**src/rtl/iic_slave_byte_engine.sv**
```systemverilog
// IIC slave byte engine: device select, word address, page-wrapped writes
// and sequential reads with master ACK/NACK, driven by SCL/SDA strobes.
module iic_slave_byte_engine #(
   parameter int         ADDR_BYTES = 2,
   parameter int         PAGE_BYTES = 32,
   parameter logic [3:0] DEV_ID     = 4'b1010
) (
   input  logic                      iic_clk_c,
   input  logic                      iic_frm_rst_n,
   input  logic                      iic_start,
   input  logic                      iic_stop,
   input  logic                      iic_scl_rise,
   input  logic                      iic_scl_fall,
   input  logic                      iic_sda_in,
   input  logic [2:0]                iic_dev_sel,
   input  logic                      iic_hwp_val,
   input  logic [7:0]                iic_usr_dout,
   output logic                      iic_sda_out,
   output logic [8*ADDR_BYTES-1:0]   iic_addr,
   output logic                      iic_wr_vld,
   output logic [7:0]                iic_wr_data,
   output logic                      iic_rd_stb,
   output logic                      iic_busy
);

   localparam int ADDR_W = 8 * ADDR_BYTES;
   localparam int PG_W   = $clog2(PAGE_BYTES);
   localparam int IDX_W  = (ADDR_BYTES > 1) ? $clog2(ADDR_BYTES) : 1;
   localparam logic [ADDR_W-1:0] PG_MASK = ADDR_W'((64'd1 << PG_W) - 64'd1);

   typedef enum logic [2:0] {
      IDLE,
      DEV,
      ADDR,
      WR,
      RD,
      WAIT
   } state_t;

   state_t            state;
   logic [3:0]        bcnt;
   logic [7:0]        rx;
   logic [6:0]        tx;
   logic [IDX_W-1:0]  idx;
   logic              wrote;
   logic              mack;
   logic              active;
   logic              dev_hit;
   logic [ADDR_W-1:0] addr_inc;
   logic [ADDR_W-1:0] addr_pg;

   assign active   = (state == DEV) || (state == ADDR) ||
                     (state == WR)  || (state == RD);
   assign dev_hit  = (rx[7:1] == {DEV_ID, iic_dev_sel});
   assign addr_inc = iic_addr + ADDR_W'(1);
   // Page writes only advance the in-page offset bits.
   assign addr_pg  = (iic_addr & ~PG_MASK) | (addr_inc & PG_MASK);
   assign iic_busy = (state != IDLE);

   always_ff @(posedge iic_clk_c) begin
      if (!iic_frm_rst_n) begin
         state       <= IDLE;
         bcnt        <= '0;
         rx          <= '0;
         tx          <= '0;
         idx         <= '0;
         wrote       <= 1'b0;
         mack        <= 1'b1;
         iic_sda_out <= 1'b1;
         iic_addr    <= '0;
         iic_wr_vld  <= 1'b0;
         iic_wr_data <= '0;
         iic_rd_stb  <= 1'b0;
      end else begin
         iic_wr_vld <= 1'b0;
         iic_rd_stb <= 1'b0;
         if (iic_start) begin
            state       <= DEV;
            bcnt        <= '0;
            idx         <= '0;
            wrote       <= 1'b0;
            iic_sda_out <= 1'b1;
         end else if (iic_stop) begin
            state       <= IDLE;
            bcnt        <= '0;
            wrote       <= 1'b0;
            iic_sda_out <= 1'b1;
         end else if (active) begin
            if (iic_scl_rise) begin
               if (bcnt < 4'd8) begin
                  rx <= {rx[6:0], iic_sda_in};
               end else if (state == RD) begin
                  mack <= iic_sda_in;
                  if (!iic_sda_in)
                     iic_addr <= addr_inc;
               end
            end
            if (iic_scl_fall) begin
               if (bcnt == 4'd8) begin
                  bcnt        <= '0;
                  iic_sda_out <= 1'b1;
                  unique case (state)
                     DEV: begin
                        if (!dev_hit) begin
                           state <= WAIT;
                        end else if (rx[0]) begin
                           state       <= RD;
                           tx          <= iic_usr_dout[6:0];
                           iic_rd_stb  <= 1'b1;
                           iic_sda_out <= iic_usr_dout[7];
                        end else begin
                           state <= ADDR;
                           idx   <= '0;
                        end
                     end
                     ADDR: begin
                        for (int i = 0; i < ADDR_BYTES; i++)
                           if (idx == IDX_W'(ADDR_BYTES - 1 - i))
                              iic_addr[8*i +: 8] <= rx;
                        if (idx == IDX_W'(ADDR_BYTES - 1))
                           state <= WR;
                        else
                           idx <= idx + 1'b1;
                     end
                     WR: begin
                        if (wrote) begin
                           iic_addr <= addr_pg;
                           wrote    <= 1'b0;
                        end
                     end
                     RD: begin
                        if (mack) begin
                           state <= WAIT;
                        end else begin
                           tx          <= iic_usr_dout[6:0];
                           iic_rd_stb  <= 1'b1;
                           iic_sda_out <= iic_usr_dout[7];
                        end
                     end
                     default: begin
                     end
                  endcase
               end else begin
                  bcnt <= bcnt + 4'd1;
                  if (bcnt == 4'd7) begin
                     unique case (state)
                        DEV:  iic_sda_out <= !dev_hit;
                        ADDR: iic_sda_out <= 1'b0;
                        WR: begin
                           if (iic_hwp_val) begin
                              iic_sda_out <= 1'b1;
                           end else begin
                              iic_sda_out <= 1'b0;
                              iic_wr_vld  <= 1'b1;
                              iic_wr_data <= rx;
                              wrote       <= 1'b1;
                           end
                        end
                        RD:   iic_sda_out <= 1'b1;
                        default: begin
                        end
                     endcase
                  end else if (state == RD) begin
                     iic_sda_out <= tx[6];
                     tx          <= {tx[5:0], 1'b0};
                  end
               end
            end
         end
      end
   end

endmodule
```
**config.mk**
```make
export PLATFORM = sky130hd
export DESIGN_NAME = iic_slave_byte_engine
export DESIGN_NICKNAME = d
export VERILOG_FILES = /design/src/rtl/iic_slave_byte_engine.sv
export SDC_FILE = /design/constraint.sdc
export NUM_CORES = 1
export LEC_CHECK = 0
export BUFFER_PORTS_ARGS = -buffer_cell sky130_fd_sc_hd__buf_4
export CAP_MARGIN = 20
export CORE_MARGIN = 2
export CORE_UTILIZATION = 40
export DETAILED_ROUTE_END_ITERATION = 8
export GPL_ROUTABILITY_DRIVEN = 0
export HOLD_SLACK_MARGIN = 0.06
export PLACE_DENSITY = 0.64
export SLEW_MARGIN = 5
export SYNTH_ARGS = -nofsm -noshare
export SYNTH_HDL_FRONTEND = slang
export SYNTH_SLANG_ARGS = --single-unit
```
**constraint.sdc**
```tcl
create_clock -name iic_clk_c -period 2.7 [get_ports iic_clk_c]
set_input_delay 0.27 -clock iic_clk_c [delete_from_list [all_inputs] [get_ports iic_clk_c]]
set_output_delay 0.27 -clock iic_clk_c [all_outputs]
set_load 0.01 [all_outputs]
```
==> results.cfg, run 1 <==
[synthesis]
ys_seq_elements = 52
yosysWarnings = 0
synth_edf_count = 0
synth_top_area_share = 0.322
syn_nets = 437
syn_inst = 415
ys.flop_type = dfxtp_1
synth_top_cells_by_area = dfxtp_1 32%, a21oi_1 4.7%, mux2i_1 4.7%, nand2_1 4.7%, nand3_1 4.7%
synthArstFlopShare = 0
synth_cell_type_count = 63
ys_seq_area_frac = 0.322
netlist_area_um2 = 3230
yosysTopAreaCell = dfxtp_1
avgSynthCellArea_um2 = 7.78

[global_route]
antenna_found_initial = 0
grt_pass1_wl_mm = 16.2
grt_max_degree = 24
grt.overflow.total = 0
grt_pass1_vias = 3135
grt.total_usage = 0.229

[critical_path]
critical_path_depth = 6
crit_family = simple AND/OR/NAND/NOR gates
crit_buf_inv = 0
crit_chain = and2b_1 > nand3_4 > nor3_4 > nand3_1 > xnor2_1 > a221o_1
rr_worst_depth = 6
cpPeakStageDelay_ns = 0.71
critical_path_required_ns = 2.91
arrival_ns = 2.52
reg2reg_to = iic_addr[14]
worstSetupPathType = register to register
end_kind = register
r2r_start = state[2]
critPathLaunchType = register
reg2reg_setup_slack_ns = 0.40
startpoint = state[2]
critPathMaxFanout = 18
setup.worst_path.end = iic_addr[14]
critPathSlowestCell = dfxtp_1

[placed_design]
dp_hpwl_mm = 7.18
io_buffer_count = 46
placedCellCount = 549

[floorplanning]
io_pins = 47
core_um2 = 7770
die_x_um = 93.8
initial_core_util = 0.416
die_y_um = 93.8
rows = 32
die_area_um2 = 8810

[cells_and_area]
areaGrowthSynthToFinish_pct = 16.9
drive_gt1_frac = 0.185
nets = 476
instances_no_fill = 557
antenna_cells = 0
fin_util = 0.486

[sta]
hold_violations = 0
fin_crit_sh = 0.853
rsz0062_at_grt = false
finalSetupViolations = 0
clock_skew_ns = 0.00975
whs_ns = 0.155
worstMarginPinSlew_ns = 0.613
slew_headroom = 0.591
tns_ns = 0
min_period_ns = 2.30
maxSlewViolCount = 0
max_freq_ghz = 0.434

[drt]
drc = 0
drtIter0Drc = 523
final_antenna_net_count = 0
viasPerCell = 6.21
vias = 3459
routedWlPerCell_um = 17.8
finalWirelength_mm = 9.91
wl_met1_mm = 4.39
dr_wl_met2_mm = 4.42
routed.top_layer = met4
dr_wl_met3_um = 910
drt-pass1-iter-count = 6

[cts]
cts_root_buffer = clkbuf_8
cts_resized = 0
clkTransAtPathRegs_ns = 0.11
clk_latency_ns = 0.32
clock-sinks = 52
ctsHoldBuffers = 0
clockBufferDepth = 2
h-tree-depth = 2
postCtsSetupRepairBufs = 0
cts_tree = done
cts_buffers = 5

[power]
powerDensity_nw_per_um2 = 361
p_leak_nw = 1.42
finalPower_mw = 1.36
max-vdd-ir-drop_mv = 0.194

[min_path]
min_path_cells = 2
hp-class = input pin to register

[run_status]
status = completed

[run]
drv_cap = 0
## worst min path at each step
| stage | start | end | slack [ns] |
|---|---|---|---|
| 2_1_floorplan | iic_start | idx | 0.35 |
| 3_3_place_gp | iic_wr_data[1] | iic_wr_data[1] | 0.45 |
| 3_5_place_dp | iic_wr_data[6] | iic_wr_data[6] | 0.45 |
| 4_1_cts | iic_start | idx | 0.15 |
| 5_1_grt | iic_start | idx | 0.15 |
| 6_report | iic_start | idx | 0.16 |
## cell families after synthesis
group,synth area share
muxes,0.0465
adders and majority gates,0.0116
buffers and inverters,0.0546
AOI/OAI and AO/OA,0.257
xor gates and xnor gates,0.0190
and+or+nand+nor,0.288
DFF,0.322
## per-layer routing
metal	global-route usage	up-vias
li1	-	1625
met1	0.315	1629
met2	0.368	179
met3	0.0530	26
met4	0.0471	0
met5	0	-
## state kept, by name (all words and copies together), names as in the netlist, 3 cells and up
name and count:
tx 7, iic_addr 16, bcnt 4, iic_wr_data 8
state 3, rx 8
## per-stage QoR
stage	setup WS [ns]	area (um2)
after floorplan	0.843	3230
after global placement	0.485	3680
after detailed placement	0.415	3680
after CTS	0.406	3770
after global routing	0.117	3770
final	0.397	3770
## report_power, final
group	switching, mW	internal, mW	total, mW
clock network	0.296	0.191	0.487
registers	0.00724	0.769	0.777
logic	0.0574	0.0408	0.0982
## worst register-to-register path, stage by stage, from the launching register on
cell and delay [ns]:
dfxtp_1 0.71, and2b_1 0.34, nand3_4 0.17, nor3_4 0.36
nand3_1 0.15, xnor2_1 0.15, a221o_1 0.30
## synth_stat cells, types with 3 or more instances
master,instances
buf_4,3
nand3b_1,3
a221oi_1,3
buf_2,9
o31ai_1,8
and3_1,7
a211oi_1,3
nor2b_1,6
a21oi_1,30
xnor2_1,6
a31oi_1,12
nor4_1,5
o22ai_1,3
nand4_1,4
clkbuf_1,18
mux2i_1,15
o21ai_0,28
inv_1,8
ha_1,3
nand3_1,30
and4b_1,3
nand2b_1,5
o311a_1,3
dfxtp_1,52
nor3_1,11
nor2_1,40
a22oi_1,12
nand2_1,40
## area by class of cell
type	count	area, um2
Clock inverter	2	17.5
Tap cell	102	128
Timing Repair Buffer	63	473
Inverter	8	30.0
Fill cell	782	4000
Multi-Input combinational cell	324	2010
Sequential cell	52	1040
Clock buffer	6	72.6
## placed cells by master, fill, tap and decap left out, types with 3 or more instances in the layout
master	Yosys	layout
o31ai_1	8	8
and3_1	7	7
nor3_1	11	11
inv_1	8	8
o22ai_1	3	3
nand4_1	4	4
nor2_1	40	40
a21oi_1	30	30
a211oi_1	3	3
nand2b_1	5	5
o311a_1	3	3
dfxtp_1	52	52
ha_1	3	3
a221oi_1	3	3
clkbuf_8	0	5
a31oi_1	12	12
nor4_1	5	5
nand2_1	40	40
mux2i_1	15	15
o21ai_0	28	28
nand3_1	30	30
nand3b_1	3	3
xnor2_1	6	6
buf_4	3	63
and4b_1	3	3
a22oi_1	12	12
nor2b_1	6	6
Note: power is estimated with default switching activity, not from simulation.
==> run 2: changes to the inputs <==
--- a/config.mk
+++ b/config.mk
@@ -5,6 +5,7 @@
 export SDC_FILE = /design/constraint.sdc
 export NUM_CORES = 1
 export LEC_CHECK = 0
+export ABC_AREA = 1
 export BUFFER_PORTS_ARGS = -buffer_cell sky130_fd_sc_hd__buf_4
 export CAP_MARGIN = 20
 export CORE_MARGIN = 2
==> run 2 against run 1 <==
Against the previous run:
- clock skew decreased by 0.00089 ns
- die area increased by 1.0%
- utilization about the same
==> results.cfg, run 2 <==
[cts]
ctsHoldBuffers = 0
postCtsSetupRepairBufs = 0
h-tree-depth = 2
clockBufferDepth = 2
cts_root_buffer = clkbuf_8
cts_tree = done
clk_latency_ns = 0.31
cts_buffers = 5
cts_resized = 0
clock-sinks = 52
clkTransAtPathRegs_ns = 0.10

[synthesis]
avgSynthCellArea_um2 = 6.51
synthTopCellsByCount = 102 x nand2_1, 62 x inv_1, 60 x a21oi_1
synth_cell_type_count = 38
syn_inst = 501
synth_top_cells_by_area = dfxtp_1 32%, nand2_1 12%, a21oi_1 9.2%, o21ai_0 8.9%, inv_1 7.1%
yosysWarnings = 0
ys_seq_elements = 52
synth_edf_count = 0
ys.flop_type = dfxtp_1
synthArstFlopShare = 0
synth_most_common_cell = nand2_1
syn_nets = 523
netlist_area_um2 = 3260
synth_top_area_share = 0.319
ys_seq_area_frac = 0.319
yosysTopAreaCell = dfxtp_1

[drt]
final_antenna_net_count = 0
drc = 0
drtIter0Drc = 249
vias = 3495
finalWirelength_mm = 9.29
routedWlPerCell_um = 14.4
drt-pass1-iter-count = 6
viasPerCell = 5.42

[sta]
clock_skew_ns = 0.00886
finalSetupViolations = 0
fin_crit_sh = 0.820
rsz0062_at_grt = false
tns_ns = 0
maxSlewViolCount = 0
max_freq_ghz = 0.451
hold_violations = 0
worstMarginPinSlew_ns = 0.480
min_period_ns = 2.22
slew_headroom = 0.680

[floorplanning]
core_um2 = 7810
die_y_um = 94.3
io_pins = 47
die_area_um2 = 8890
rows = 32
initial_core_util = 0.418
die_x_um = 94.3

[global_route]
grt_max_degree = 39
grt_pass1_vias = 3146
grt.total_usage = 0.211
grt.overflow.total = 0
grt_pass1_wl_mm = 15.1
antenna_found_initial = 0

[critical_path]
crit_family = simple AND/OR/NAND/NOR gates
arrival_ns = 2.43
critical_path_required_ns = 2.92
critPathSlowestCell = dfxtp_1
crit_chain = inv_1 > ha_1 > nand3_2 > inv_1 > nand2_1 > inv_1 > nand3_1 > nor3_1 > nand2_1 > nand2_1 > nor2_1
worstSetupPathType = register to register
crit_buf_inv = 3
end_kind = register
critical_path_depth = 11
critPathLaunchType = register
critPathMaxFanout = 13
cpPeakStageDelay_ns = 0.34
rr_worst_depth = 11

[cells_and_area]
areaGrowthSynthToFinish_pct = 16.3
largest_registers = iic_addr: 16 flops, iic_wr_data: 8 flops, rx: 8 flops
top_register = iic_addr
final_common_cell = nand2_1
nets = 564
instances_no_fill = 645
antenna_cells = 0
mostFrequentLayoutCells = 102 x nand2_1, 62 x inv_1, 60 x a21oi_1
largest_reg_flops = 16
drive_gt1_frac = 0.164

[power]
powerDensity_nw_per_um2 = 400
max-vdd-ir-drop_mv = 0.264
p_leak_nw = 1.59

[placed_design]
dp_hpwl_mm = 6.80
io_buffer_count = 46
placedCellCount = 637

[min_path]
hp-class = input pin to register
min_path_cells = 4

[run]
drv_cap = 0

[run_status]
status = completed
run 2: per-stage QoR:
stage          power, mW  instance area (um2)  hold slack (ns)  setup WS (ns)  utilization
3_3_place_gp       0.946                 3670            0.452          0.635        0.470
2_1_floorplan      0.887                 3260            0.420          0.991            -
3_5_place_dp       0.947                 3670            0.458          0.516        0.470
5_1_grt             1.57                 3790            0.227          0.146        0.486
4_1_cts             1.52                 3790            0.209          0.509        0.486
6_report            1.52                 3790            0.210          0.485        0.486
run 2: worst paths after layout:
check | slack (ns) | endpoint | from
hold reg to reg | 0.47 | tx[6] | tx[6]
hold / removal | 0.21 | idx | iic_start
setup reg to reg | 0.48 | idx | bcnt[0]
setup / recovery | 0.48 | idx | bcnt[0]
run 2: worst reg2reg max path, cell delays in order (launching register included):
cell and delay [ns]:
dfxtp_1 0.34, inv_1 0.08, ha_1 0.17, nand3_2 0.17, inv_1 0.33, nand2_1 0.17, inv_1 0.34, nand3_1 0.12
nor3_1 0.22, nand2_1 0.08, nand2_1 0.06, nor2_1 0.03
run 2: power by group:
group | internal [mW] | switching, mW | total [mW]
registers | 0.780 | 0.0189 | 0.798
clock network | 0.304 | 0.282 | 0.586
logic | 0.0546 | 0.0785 | 0.133
run 2: area by class of cell:
type	count	area, um2
clock inverter	2	38.8
fill	814	4010
clock buffer	6	82.6
inverter	71	267
tap	102	128
multi-input combinational	363	1870
timing repair buffer	49	368
sequential	52	1040
run 2: kinds of logic after synthesis:
group | synth area share
and+or+nand+nor | 0.296
DFF | 0.319
buffers and inverters | 0.108
xor gates and xnor gates | 0.0188
adders and majority gates | 0.0115
AOI/OAI and AO/OA | 0.247
run 2: metal layers:
layer,vias up,wire length (um),GRT usage
met1,1602,4170,0.295
met4,0,87,0.0459
li1,1740,-,-
met3,10,734,0.0345
met5,-,0,0
met2,143,4300,0.342
==> run 3: changes to the inputs <==
--- a/config.mk
+++ b/config.mk
@@ -5,7 +5,7 @@
 export SDC_FILE = /design/constraint.sdc
 export NUM_CORES = 1
 export LEC_CHECK = 0
-export ABC_AREA = 1
+export ABC_AREA = 0
 export BUFFER_PORTS_ARGS = -buffer_cell sky130_fd_sc_hd__buf_4
 export CAP_MARGIN = 20
 export CORE_MARGIN = 2
==> constraint.sdc (replaced) <==
create_clock -name iic_clk_c -period 2.07 [get_ports iic_clk_c]
set_input_delay 0.207 -clock iic_clk_c [delete_from_list [all_inputs] [get_ports iic_clk_c]]
set_output_delay 0.207 -clock iic_clk_c [all_outputs]
set_load 0.01 [all_outputs]
==> run 3 against run 2 <==
Against the previous run:
- maximum frequency rose by 14%
- routed wire length rose by 9.9%
- sequential power rose by 27%
- global-route usage rose by 2.7 points
- count of clock-buffer cells in the layout did not move
- utilization rose by 3.2 points
- first-iteration DRC count rose by 84%
- die area fell by 0.99%
- clock power rose by 8.7%
- highest routed layer unchanged
==> results.cfg, run 3 (synthesis results as in run 1) <==
[run_status]
status = completed

[global_route]
grt_pass1_vias = 3268
grt_pass1_wl_mm = 16.7
antenna_found_initial = 0
grt_max_degree = 24
grt.total_usage = 0.238
grt.overflow.total = 0

[placed_design]
io_buffer_count = 46
dp_hpwl_mm = 7.66
dpl_cell_area_um2 = 3890

[cts]
clkTransAtPathRegs_ns = 0.10
cts_root_buffer = clkbuf_8
clock-sinks = 52
ctsHoldBuffers = 0
h-tree-depth = 2
clk_latency_ns = 0.32
cts_buffers = 5
clockBufferDepth = 2
cts_tree = done

[critical_path]
cpMostUsedCell = buf_4
crit_chain = buf_4 > nor3b_1 > and2_1 > buf_4 > a22oi_1 > o221ai_1 > o21ai_0 > nor2_1
arrival_ns = 2.21
reg2reg_setup_slack_ns = 0.13
rr_worst_depth = 8
cpPeakStageDelay_ns = 0.41
critical_path_required_ns = 2.33
worstSetupPathType = register to register
end_kind = register
critPathLaunchType = register
critPathSlowestCell = dfxtp_2
critPathMaxFanout = 16

[sta]
slew_headroom = 0.677
whs_ns = 0.117
max_freq_ghz = 0.515
maxSlewViolCount = 0
clock_skew_ns = 0.00814
min_period_ns = 1.94
rsz0062_at_grt = true
finalSetupViolations = 0
worstMarginPinSlew_ns = 0.482
hold_violations = 0
fin_crit_sh = 0.939

[min_path]
hp-class = input pin to register
min_path_cells = 2

[power]
max-vdd-ir-drop_mv = 0.331
p_leak_nw = 1.56
powerDensity_nw_per_um2 = 444

[drt]
routedWlPerCell_um = 17.4
drtIter0Drc = 459
final_antenna_net_count = 0
drc = 0
finalWirelength_mm = 10.2
vias = 3528
drt-pass1-iter-count = 5
viasPerCell = 6.02

[cells_and_area]
areaGrowthSynthToFinish_pct = 24.6
nets = 505
final_common_cell = buf_4
mostFrequentLayoutCells = 92 x buf_4, 50 x dfxtp_1, 40 x nand2_1
drive_gt1_frac = 0.250
largest_reg_flops = 16
top_register = iic_addr
final_area_um2 = 4020
nFillCells = 773
antenna_cells = 0
largest_registers = iic_addr: 16 flops, iic_wr_data: 8 flops, rx: 8 flops

[floorplanning]
die_x_um = 93.8
core_um2 = 7770
die_area_um2 = 8810
rows = 32
die_y_um = 93.8
initial_core_util = 0.416
io_pins = 47

[run]
drv_cap = 0
## run 3: cell types whose count changed in the layout (fill, tap and decap cells not counted), sizes merged, moves of 10 or more
cell   delta
nand2    -69
inv      -63
buf      +43
o21ai    -34
a21oi    -31
mux2i    +15
a22oi    +12
a31oi    +12
nor2     -10
## run 3: routing by layer
layer,GRT usage,vias up,routed length (um)
met5,0,-,0
li1,-,1679,-
met2,0.367,156,4660
met3,0.0401,14,731
met1,0.339,1679,4690
met4,0.0725,0,133
## run 3: layout make-up
type / instances / area, um2 / share of cell area
clock inverters: 2 / 15.0 / 0.00373
well taps: 102 / 128 / 0.0317
multi-input cells: 324 / 2030 / 0.505
inverters: 8 / 30.0 / 0.00747
flip-flops and latches: 52 / 1040 / 0.259
repair buffers: 92 / 691 / 0.172
clock buffers: 6 / 82.6 / 0.0205
## run 3: final timing paths
| check | from | to |
|---|---|---|
| max | state[2] | iic_addr[1] |
| min | iic_start | idx |
| max reg2reg | state[2] | iic_addr[1] |
| min reg2reg | iic_wr_data[3] | iic_wr_data[3] |
## run 3: worst max-delay path: cells and delay by family (launching register included)
kind | cells | cell delay, ns
simple gates | 3 | 0.71
flops | 1 | 0.41
compound gates | 3 | 0.39
buf+inv | 2 | 0.37
## run 3: timing repair
item                                    CTS  global route
endpoints found under the setup margin    0            36
setup buffers                             0             1
resized for setup                         0             9
## run 3: metrics by stage
| step | util | worst slack [ns] | std cells | setup TNS, ns | total power [mW] |
|---|---|---|---|---|---|
| 2_1_floorplan | - | 0.213 | 415 | 0 | 1.10 |
| 3_3_place_gp | 0.501 | 0.0737 | 577 | 0 | 1.17 |
| 3_5_place_dp | 0.501 | 0.0595 | 577 | 0 | 1.17 |
| 4_1_cts | 0.514 | 0.0284 | 585 | 0 | 1.80 |
| 5_1_grt | 0.518 | -0.0239 | 586 | -0.0239 | 1.86 |
| 6_report | 0.518 | 0.127 | 586 | 0 | 1.79 |
## run 3: report_power, final
part / internal, mW / leakage (nW) / switching [mW]
registers: 1.00 / 0.420 / 0.00616
clock network: 0.272 / 0.0434 / 0.366
logic: 0.0592 / 1.10 / 0.0810
total: 1.33 / 1.56 / 0.453
